`src/rtl/uart_rx_word_ctrl.sv`:
```
// uart_rx_word_ctrl
// Takes packed words from a UART byte packer, acknowledges each one with a
// single-cycle pk_ack pulse, and queues the accepted words for a CPU to read.
//
// Ports
//   clk, rst_n      system clock, asynchronous active-low reset
//   pk_irq          packer word-ready pulse (sampled only in IDLE)
//   pk_data         packed bytes, first byte in [31:24]
//   pk_num          valid byte count 1..4 (only [2:0] stored)
//   pk_frame_err    packer framing error, stored with the word
//   pk_ack          one-cycle release pulse back to the packer
//   ctl_en          enables queueing and irq
//   ctl_flush       empties the queue (deferred while a word is in flight)
//   ovf_clr         clears the sticky overflow flag
//   rd_req          CPU pop strobe, ignored while empty
//   rd_valid        queue non-empty
//   rd_data/num/err head entry, shown combinationally from storage
//   level           current entry count
//   irq             registered (ctl_en && level >= IRQ_LVL)
//   ovf             sticky overflow flag
module uart_rx_word_ctrl #(
  parameter int DEPTH   = 4,
  parameter int IRQ_LVL = 1
) (
  input  logic                       clk,
  input  logic                       rst_n,
  input  logic                       pk_irq,
  input  logic [31:0]                pk_data,
  input  logic [31:0]                pk_num,
  input  logic                       pk_frame_err,
  output logic                       pk_ack,
  input  logic                       ctl_en,
  input  logic                       ctl_flush,
  input  logic                       ovf_clr,
  input  logic                       rd_req,
  output logic                       rd_valid,
  output logic [31:0]                rd_data,
  output logic [2:0]                 rd_num,
  output logic                       rd_err,
  output logic [$clog2(DEPTH):0]     level,
  output logic                       irq,
  output logic                       ovf
);

  localparam int AW = $clog2(DEPTH);
  localparam int LW = AW + 1;
  localparam logic [LW-1:0] DEPTH_L = LW'(DEPTH);
  localparam logic [LW-1:0] IRQ_L   = LW'(IRQ_LVL);

  typedef enum logic [1:0] {IDLE, CAPTURE, ACK, FLUSH} state_t;

  typedef struct packed {
    logic [31:0] data;
    logic [2:0]  num;
    logic        err;
  } entry_t;

  state_t          state, state_nxt;
  entry_t          mem [DEPTH];
  entry_t          head;
  logic [AW-1:0]   wr_ptr, rd_ptr;
  logic [LW-1:0]   level_q;
  logic            flush_pend;
  logic            irq_q, ovf_q;
  logic            full, pop, push, ovf_evt, cap_ok;

  // Upper count bits carry no information; fold them so they are visibly consumed.
  logic unused_pk_num;
  assign unused_pk_num = ^pk_num[31:3];

  // A pop in the CAPTURE cycle frees a slot, so a full queue can still accept.
  assign full    = (level_q == DEPTH_L);
  assign pop     = rd_req && (level_q != '0) && (state != FLUSH);
  assign cap_ok  = (state == CAPTURE) && ctl_en && !ctl_flush;
  assign push    = cap_ok && (!full || pop);
  assign ovf_evt = cap_ok && full && !pop;

  // State register
  // NOTE: sequential state uses non-blocking assignments so every flop samples
  // pre-edge values, independent of process ordering.
  always_ff @(posedge clk or negedge rst_n) begin
    if (!rst_n) state <= IDLE;
    else        state <= state_nxt;
  end

  // Next-state logic
  // NOTE: the default assignment first keeps every path assigned, so no latch.
  always_comb begin
    state_nxt = state;
    case (state)
      IDLE: begin
        if (ctl_flush || flush_pend) state_nxt = FLUSH;
        else if (pk_irq)             state_nxt = CAPTURE;
      end
      CAPTURE: state_nxt = ACK;
      ACK:     state_nxt = IDLE;
      FLUSH:   state_nxt = IDLE;
      default: state_nxt = IDLE;
    endcase
  end

  // Output logic
  always_comb begin
    pk_ack = (state == ACK);
  end

  // Flush requests arriving while a word is in flight wait for IDLE.
  always_ff @(posedge clk or negedge rst_n) begin
    if (!rst_n)
      flush_pend <= 1'b0;
    else if (state == FLUSH)
      flush_pend <= 1'b0;
    else if (ctl_flush && (state == CAPTURE || state == ACK))
      flush_pend <= 1'b1;
  end

  // Pointers and level
  always_ff @(posedge clk or negedge rst_n) begin
    if (!rst_n) begin
      wr_ptr  <= '0;
      rd_ptr  <= '0;
      level_q <= '0;
    end else if (state == FLUSH) begin
      wr_ptr  <= '0;
      rd_ptr  <= '0;
      level_q <= '0;
    end else begin
      if (push) wr_ptr <= wr_ptr + AW'(1);
      if (pop)  rd_ptr <= rd_ptr + AW'(1);
      case ({push, pop})
        2'b10:   level_q <= level_q + LW'(1);
        2'b01:   level_q <= level_q - LW'(1);
        default: level_q <= level_q;
      endcase
    end
  end

  // Word storage
  // NOTE: storage has no reset; rd_valid qualifies it, and leaving it
  // unreset lets the array map onto plain registers or RAM.
  always_ff @(posedge clk) begin
    if (push) mem[wr_ptr] <= '{data: pk_data, num: pk_num[2:0], err: pk_frame_err};
  end

  // irq follows the registered level, so it trails a push by one cycle.
  always_ff @(posedge clk or negedge rst_n) begin
    if (!rst_n) begin
      irq_q <= 1'b0;
      ovf_q <= 1'b0;
    end else begin
      irq_q <= ctl_en && (level_q >= IRQ_L);
      if (ovf_evt)      ovf_q <= 1'b1;
      else if (ovf_clr) ovf_q <= 1'b0;
    end
  end

  assign head     = mem[rd_ptr];
  assign rd_valid = (level_q != '0);
  assign rd_data  = head.data;
  assign rd_num   = head.num;
  assign rd_err   = head.err;
  assign level    = level_q;
  assign irq      = irq_q;
  assign ovf      = ovf_q;

endmodule

```
`config.mk`:
```
export PLATFORM = sky130hd
export DESIGN_NAME = uart_rx_word_ctrl
export DESIGN_NICKNAME = d
export VERILOG_FILES = /design/src/rtl/uart_rx_word_ctrl.sv
export SDC_FILE = /design/constraint.sdc
export NUM_CORES = 1
export LEC_CHECK = 0
export BUFFER_PORTS_ARGS = -buffer_cell sky130_fd_sc_hd__buf_2
export CORE_UTILIZATION = 30
export CTS_CLUSTER_SIZE = 10
export DETAILED_ROUTE_END_ITERATION = 12
export GPL_TIMING_DRIVEN = 1
export MAX_ROUTING_LAYER = met4
export SYNTH_ARGS = -nofsm -noshare
export SYNTH_HDL_FRONTEND = slang
export SYNTH_SLANG_ARGS = --single-unit
```
`constraint.sdc`:
```
create_clock -name clk -period 2.3 [get_ports clk]
set_input_delay 0.46 -clock clk [delete_from_list [all_inputs] [get_ports clk]]
set_output_delay 0.46 -clock clk [all_outputs]
set_load 0.005 [all_outputs]
```
# Word-level counts from Yosys, hierarchy flattened
# Memories as Yosys holds them, arrays and structs flattened.
# Index checks and enable logic that the tools add are counted.
word_totals:
  regBits: 12
  ramBits: 144
  input_bits: 72
  out_inout_bits: 43
  word_cells: 59
  n_memories: 1
memory_table:
  columns: ["memory", "words", "width", "rd", "rd_ports_with_merged_regs", "write_ports", "line", "source"]
  rows:
  - ["mem", 4, 36, 1, 0, 1, "59", "entry_t mem [DEPTH];"]
classes:
  addsub: 4
  magnitude_cmp: 1
  eq_ne: 8
  muxes: 15
  n_reduce_logical: 23
op_table:
  columns: ["op", "n"]
  rows:
  - ["two-way mux 2 bit", 6]
  - ["logical AND 1 bit", 9]
  - ["nonzero test 2 bit", 4]
  - ["equality test 2 bit (second input constant)", 3]
  - ["two-way mux 1 bit", 6]
  - ["one-hot mux 2 bit (3 select lines)", 1]
  - ["one-hot mux 3 bit (2 select lines)", 1]
  - ["nonzero test 3 bit", 2]
  - ["adder 2 x 1 -> 2 bit (second input constant)", 2]
  - ["equality test 2 x 1 -> 1 bit (second input constant)", 2]
  - ["adder 3 x 1 -> 3 bit (second input constant)", 1]
  - ["equality test 3 bit (second input constant)", 1]
  - ["greater-or-equal comparator 3 x 1 -> 1 bit (second input constant)", 1]
  - ["zero test 1 bit", 3]
  - ["logical OR 1 bit", 3]
  - ["two-way mux 3 bit", 1]
  - ["!= test 3 bit (second input constant)", 1]
  - ["subtractor 3 x 1 -> 3 bit (second input constant)", 1]
  - ["zero test 2 bit", 1]
  - ["!= test 2 bit (second input constant)", 1]
  - ["OR reduction 2 bit", 1]

# Logic depth before layout (Yosys ltp)
depth:
  ltp_word: 8
  depth_mapped: 6
  ltp_nobuf: 6

# Least setup slack after synthesis
# OpenSTA, ideal clock, no wires.
synth_timing:
  path_kind: "reg2reg"
  start: "register state[1]"
  end: "memory mem[1][0] in the netlist's numbering, enable pin"
  setup_time_ns: 0.397
  arrival_time_ns: 2.155
  setup_slack_ns: -0.252
  stages_incl_launch_ff: 6
  period_less_slack_ns: 2.552
  cell_sequence: "dfrtp_1 -> inv_1 -> ha_1 -> nand3b_2 -> a31oi_1 -> and2_1"
synth_between:
  elab_chain_cells: 6
  word_cells_on_any_way: 9
  cone_classes: "eq/ne: 2; mux: 2; reduce/logical: 5"
synth_rtl:
  columns: ["item", "line", "source"]
  rows:
  - ["start, declared", "58", "state_t state, state_nxt;"]
  - ["start signal, assigned", "83", "else state <= state_nxt;"]
  - ["equality test 2 x 1 -> 1 bit / != test 2 bit (equally long branches)", "74, 73", null]
  - ["logical AND 1 bit (on tied branches)", "74, 73", null]
  - ["logical AND 1 bit / logical OR 1 bit (equally long branches)", "74, 75", null]
  - ["logical AND 1 bit (*)", "75", "assign push = cap_ok && (!full || pop);"]
  - ["two-way mux 1 bit (*)", "142", "if (push) mem[wr_ptr] <= '{data: pk_data, num: pk_num[2:0], err: pk_frame_err};"]
  - ["two-way mux 1 bit (not written as such) (*)", "142", null]
  - ["end, declared", "59", null]
# Mark *: on every way between the ends. The rest lies on a longest branch, timed or not.

# Final worst setup path
layout_timing:
  start: "register rd_ptr[0]"
  end: "output rd_data[14]"
layout_between:
  elab_chain_cells: 1
layout_rtl:
  columns: ["item", "line", "source"]
  rows:
  - ["start, declared", "61", "logic [AW-1:0] wr_ptr, rd_ptr;"]
  - ["start signal, assigned", "129", "if (pop) rd_ptr <= rd_ptr + AW'(1);"]
  - ["memory (4 x 36 bit)", null, null]
  - ["end, declared", "37", "output logic [31:0] rd_data,"]
# No other way between the ends.

==> run summary <==
Outcome
* result of the run: complete, no violations

Yosys
* count of state elements after synthesis: 156
* share of the synthesized area in the top cell type: 71.78%
* post-synthesis sequential area ratio: 76.76%
* Cell Area, Synth: 6025 um2
* total of warnings raised by yosys: 0
* largest area contributor in the netlist: sky130_fd_sc_hd__edfxtp_1
* Cells after Synth: 278
* average cell area after synthesis: 21.67 um2
* count of cell types in the netlist: 34
* net count of the mapped netlist: 363
* main area contributors after synthesis: sky130_fd_sc_hd__edfxtp_1, sky130_fd_sc_hd__mux4_2, sky130_fd_sc_hd__dfrtp_1, sky130_fd_sc_hd__ha_1, sky130_fd_sc_hd__buf_2

Global route
* global-route wire length before repair: 16.84 mm
* leftover overflow at the end of global routing: 0
* number of antenna violations at the first check in global routing: 1
* number of global-route vias before repair: 3095
* global-route usage over all layers: 11.82%
* maximum number of pins on one net before global-route repair: 37

Floorplanning
* I/O pin total: 115
* width of the die: 143.7 um
* starting utilization of the core area: 30.75%
* floorplan row count: 51
* Std-Cell Core Area: 19590 um2
* die span in y: 143.7 um
* Die ar.: 20650 um2

Critical path
* crit path max fanout: 6
* critical path data required time: 1.84 ns
* start-to-end type of the worst setup path: flip-flop to output pin
* kind of start point of the critical path: flip-flop
* critical path data arrival time: 1.79 ns
* sort of element at the end of the critical path: output pin

STA
* final worst-path setup slack: 0.04697 ns
* count of pins over their slew limit: 0
* final critical delay including setup and external delays: 2.253 ns
* period utilization: 97.96%
* worst clock skew on the final layout: 0.01238 ns
* unrepaired setup endpoints after global routing: true
* worst slew pin tran: 0.3451 ns
* worst-case hold slack: 0.2527 ns
* count of final hold-check violations: 0
* Highest Clock Rate: 443.8 MHz
* worst slew margin relative to its limit: 76.82%
* count of endpoints failing setup in the final report: 0

Clock network
* clock sink count: 156
* TritonCTS clock tree: yes
* maximum number of buffers from clock root to sink: 2
* clock buffer count from CTS: 17
* clock insertion delay at the later pin of the skew report: 0.42 ns
* cell at the root of the clock tree: sky130_fd_sc_hd__clkbuf_16
* register clock-pin slew on the reported worst setup and hold paths: 0.06 ns
* number of H-tree levels: 4

Drt
* drt wl/cell: 17.00 um
* met3 routed wirelength: 530 um
* final routed wirelength across all metal layers: 11.34 mm
* number of nets with antenna violations after routing: 0
* total vias in the final route: 2997
* detailed-router iteration count before antenna repair: 4
* number of design-rule violations left by the first detailed-router iteration: 132
* length of routed wiring on met1: 5.064 mm
* DR vias/cell: 4.493
* total DRC errors in the routed layout: 0
* routed length on met2: 5.613 mm
* highest metal layer with signal wires: met4

Power and ir drop
* Max VDD drop: 554.8 uV
* power density normalized to cell area: 1087 nW/um2
* total leakage power: 2.656 nW

Flow run
* max-cap viol count: 0

Cells and area
* Layout Nets: 475
* layout cells sized above 1: 44.39%
* Cell Count, Final, Fillers Out: 667
* Synth-to-Final Area Change: 25.92%
* final standard cell area without fillers: 7586 um2
* total of fill cells in the finished design: 1798

Placement
* cell area after placement: 6949 um2
* HPWL after detailed placement: 6.609 mm
* placed cell count: 631
* global placer's final weighted congestion: 0.7367
* worst-case setup slack after placement: 0.3507 ns
* PortBufs: 85

Hold path
* min-delay worst type: input pin to flip-flop

==> Yosys cell counts <==
cell type,instances
sky130_fd_sc_hd__and2_1,4
sky130_fd_sc_hd__o41a_1,1
sky130_fd_sc_hd__and3_2,1
sky130_fd_sc_hd__nand2b_1,4
sky130_fd_sc_hd__nand3b_2,1
sky130_fd_sc_hd__a211oi_1,1
sky130_fd_sc_hd__nor2b_1,1
sky130_fd_sc_hd__xnor2_1,1
sky130_fd_sc_hd__nor3b_1,1
sky130_fd_sc_hd__dfrtp_1,12
sky130_fd_sc_hd__a32oi_1,1
sky130_fd_sc_hd__nor4_1,1
sky130_fd_sc_hd__nand3_1,3
sky130_fd_sc_hd__o21ai_0,5
sky130_fd_sc_hd__inv_1,9
sky130_fd_sc_hd__nand2b_4,1
sky130_fd_sc_hd__xor2_1,2
sky130_fd_sc_hd__a21oi_1,3
sky130_fd_sc_hd__nand2_1,4
sky130_fd_sc_hd__buf_4,2
sky130_fd_sc_hd__ha_1,13
sky130_fd_sc_hd__o22ai_1,2
sky130_fd_sc_hd__mux4_2,36
sky130_fd_sc_hd__a31oi_1,2
sky130_fd_sc_hd__edfxtp_1,144
sky130_fd_sc_hd__mux2i_1,1
sky130_fd_sc_hd__or4b_2,1
sky130_fd_sc_hd__or3_1,1
sky130_fd_sc_hd__buf_1,2
sky130_fd_sc_hd__a211oi_2,1
sky130_fd_sc_hd__buf_2,7
sky130_fd_sc_hd__nor2_1,7
sky130_fd_sc_hd__a221oi_1,1
sky130_fd_sc_hd__nor3_1,2
==> through the flow <==
step	power, W	utilization [%]	setup TNS [ns]
after global routing	0.008700	38.72	-0.3240
after floorplan	0.004772	-	0
after global placement	0.005537	35.47	0
after detailed placement	0.005583	35.47	0
after CTS	0.008217	38.35	-0.05812
final	0.008243	38.72	0
==> flip-flops by register name, indices dropped and copies added, names as in the netlist <==
register / flops
state: 2
wr_ptr: 2
rd_ptr: 2
ovf: 1
mem: 144
level: 3
irq: 1
flush_pend: 1
==> placed cells by master (no fill, tap or decap), types with 3 or more instances in the layout <==
| master | n |
|---|---|
| sky130_fd_sc_hd__inv_1 | 9 |
| sky130_fd_sc_hd__clkinv_2 | 6 |
| sky130_fd_sc_hd__ha_1 | 13 |
| sky130_fd_sc_hd__edfxtp_1 | 144 |
| sky130_fd_sc_hd__dfrtp_1 | 10 |
| sky130_fd_sc_hd__nand2_1 | 4 |
| sky130_fd_sc_hd__and2_2 | 4 |
| sky130_fd_sc_hd__buf_2 | 85 |
| sky130_fd_sc_hd__nand2b_1 | 4 |
| sky130_fd_sc_hd__nand3_1 | 3 |
| sky130_fd_sc_hd__buf_4 | 5 |
| sky130_fd_sc_hd__buf_12 | 10 |
| sky130_fd_sc_hd__o21ai_0 | 5 |
| sky130_fd_sc_hd__mux4_2 | 36 |
| sky130_fd_sc_hd__nor2_1 | 7 |
| sky130_fd_sc_hd__clkbuf_16 | 18 |
| sky130_fd_sc_hd__a21oi_1 | 3 |
==> cell type report <==
class	instances	area, um2	share of cell area [%]
antenna	1	2.502	0.03299
clock buffer	17	425.4	5.608
clock inverter	13	123.9	1.633
inverter	9	33.78	0.4453
multi-input combinational	102	1314	17.32
sequential	156	4627	60.99
tap	265	331.6	4.371
timing repair buffer	104	728.2	9.599
==> repair_timing <==
item / 4_1_cts / 5_1_grt
resized for setup: 1 / 2
hold endpoints to repair: 12 / 0
buffers inserted: 0 / 2
hold buffers: 1 / 0
setup endpoints to repair: 13 / 32
gates cloned: 0 / 2
pin swaps: 0 / 0
==> logic make-up (layout without fill, tap and decap cells) <==
kind of cell	Yosys count	after routing	share of synthesized area (%)
flops	156	156	76.76
mux	37	37	13.62
simple gates	32	32	3.074
buf+inv	20	143	1.516
compound gates	17	17	1.890
fa+ha+maj	13	13	2.700
xor+xnor	3	3	0.4362
other cells	0	1	0
==> report_power, final <==
| group | leakage (nW) | switching, W | internal [W] |
|---|---|---|---|
| combinational | 0.933 | 0.00101 | 0.00120 |
| sequential | 1.45 | 0.000134 | 0.00328 |
| clock | 0.278 | 0.00104 | 0.00157 |
| total | 2.66 | 0.00219 | 0.00605 |
==> final timing paths <==
check,start,end,slack (ns),cells past startpoint
max,rd_ptr[0],rd_data[14],0.05,4
min,pk_frame_err,mem[3][0],0.25,1
max reg2reg,level[0],mem[3][25],0.35,6
min reg2reg,flush_pend,flush_pend,0.53,2
max in group asynchronous,rst_n,rd_ptr[1],1.62,2
min in group asynchronous,rst_n,irq,0.44,2
==> routing by layer <==
layer | GRT usage [%] | vias up
li1 | - | 1366
met1 | 13.99 | 1546
met2 | 18.63 | 73
met3 | 4.299 | 12
met4 | 4.031 | 0
met5 | - | -
==> worst max-delay path: stages (launching register included) <==
cell                        delay (ns)
sky130_fd_sc_hd__dfrtp_2          0.45
sky130_fd_sc_hd__buf_12           0.13
sky130_fd_sc_hd__clkbuf_16        0.15
sky130_fd_sc_hd__mux4_2           0.49
sky130_fd_sc_hd__buf_2            0.14
(Power assumes the default switching activity.)
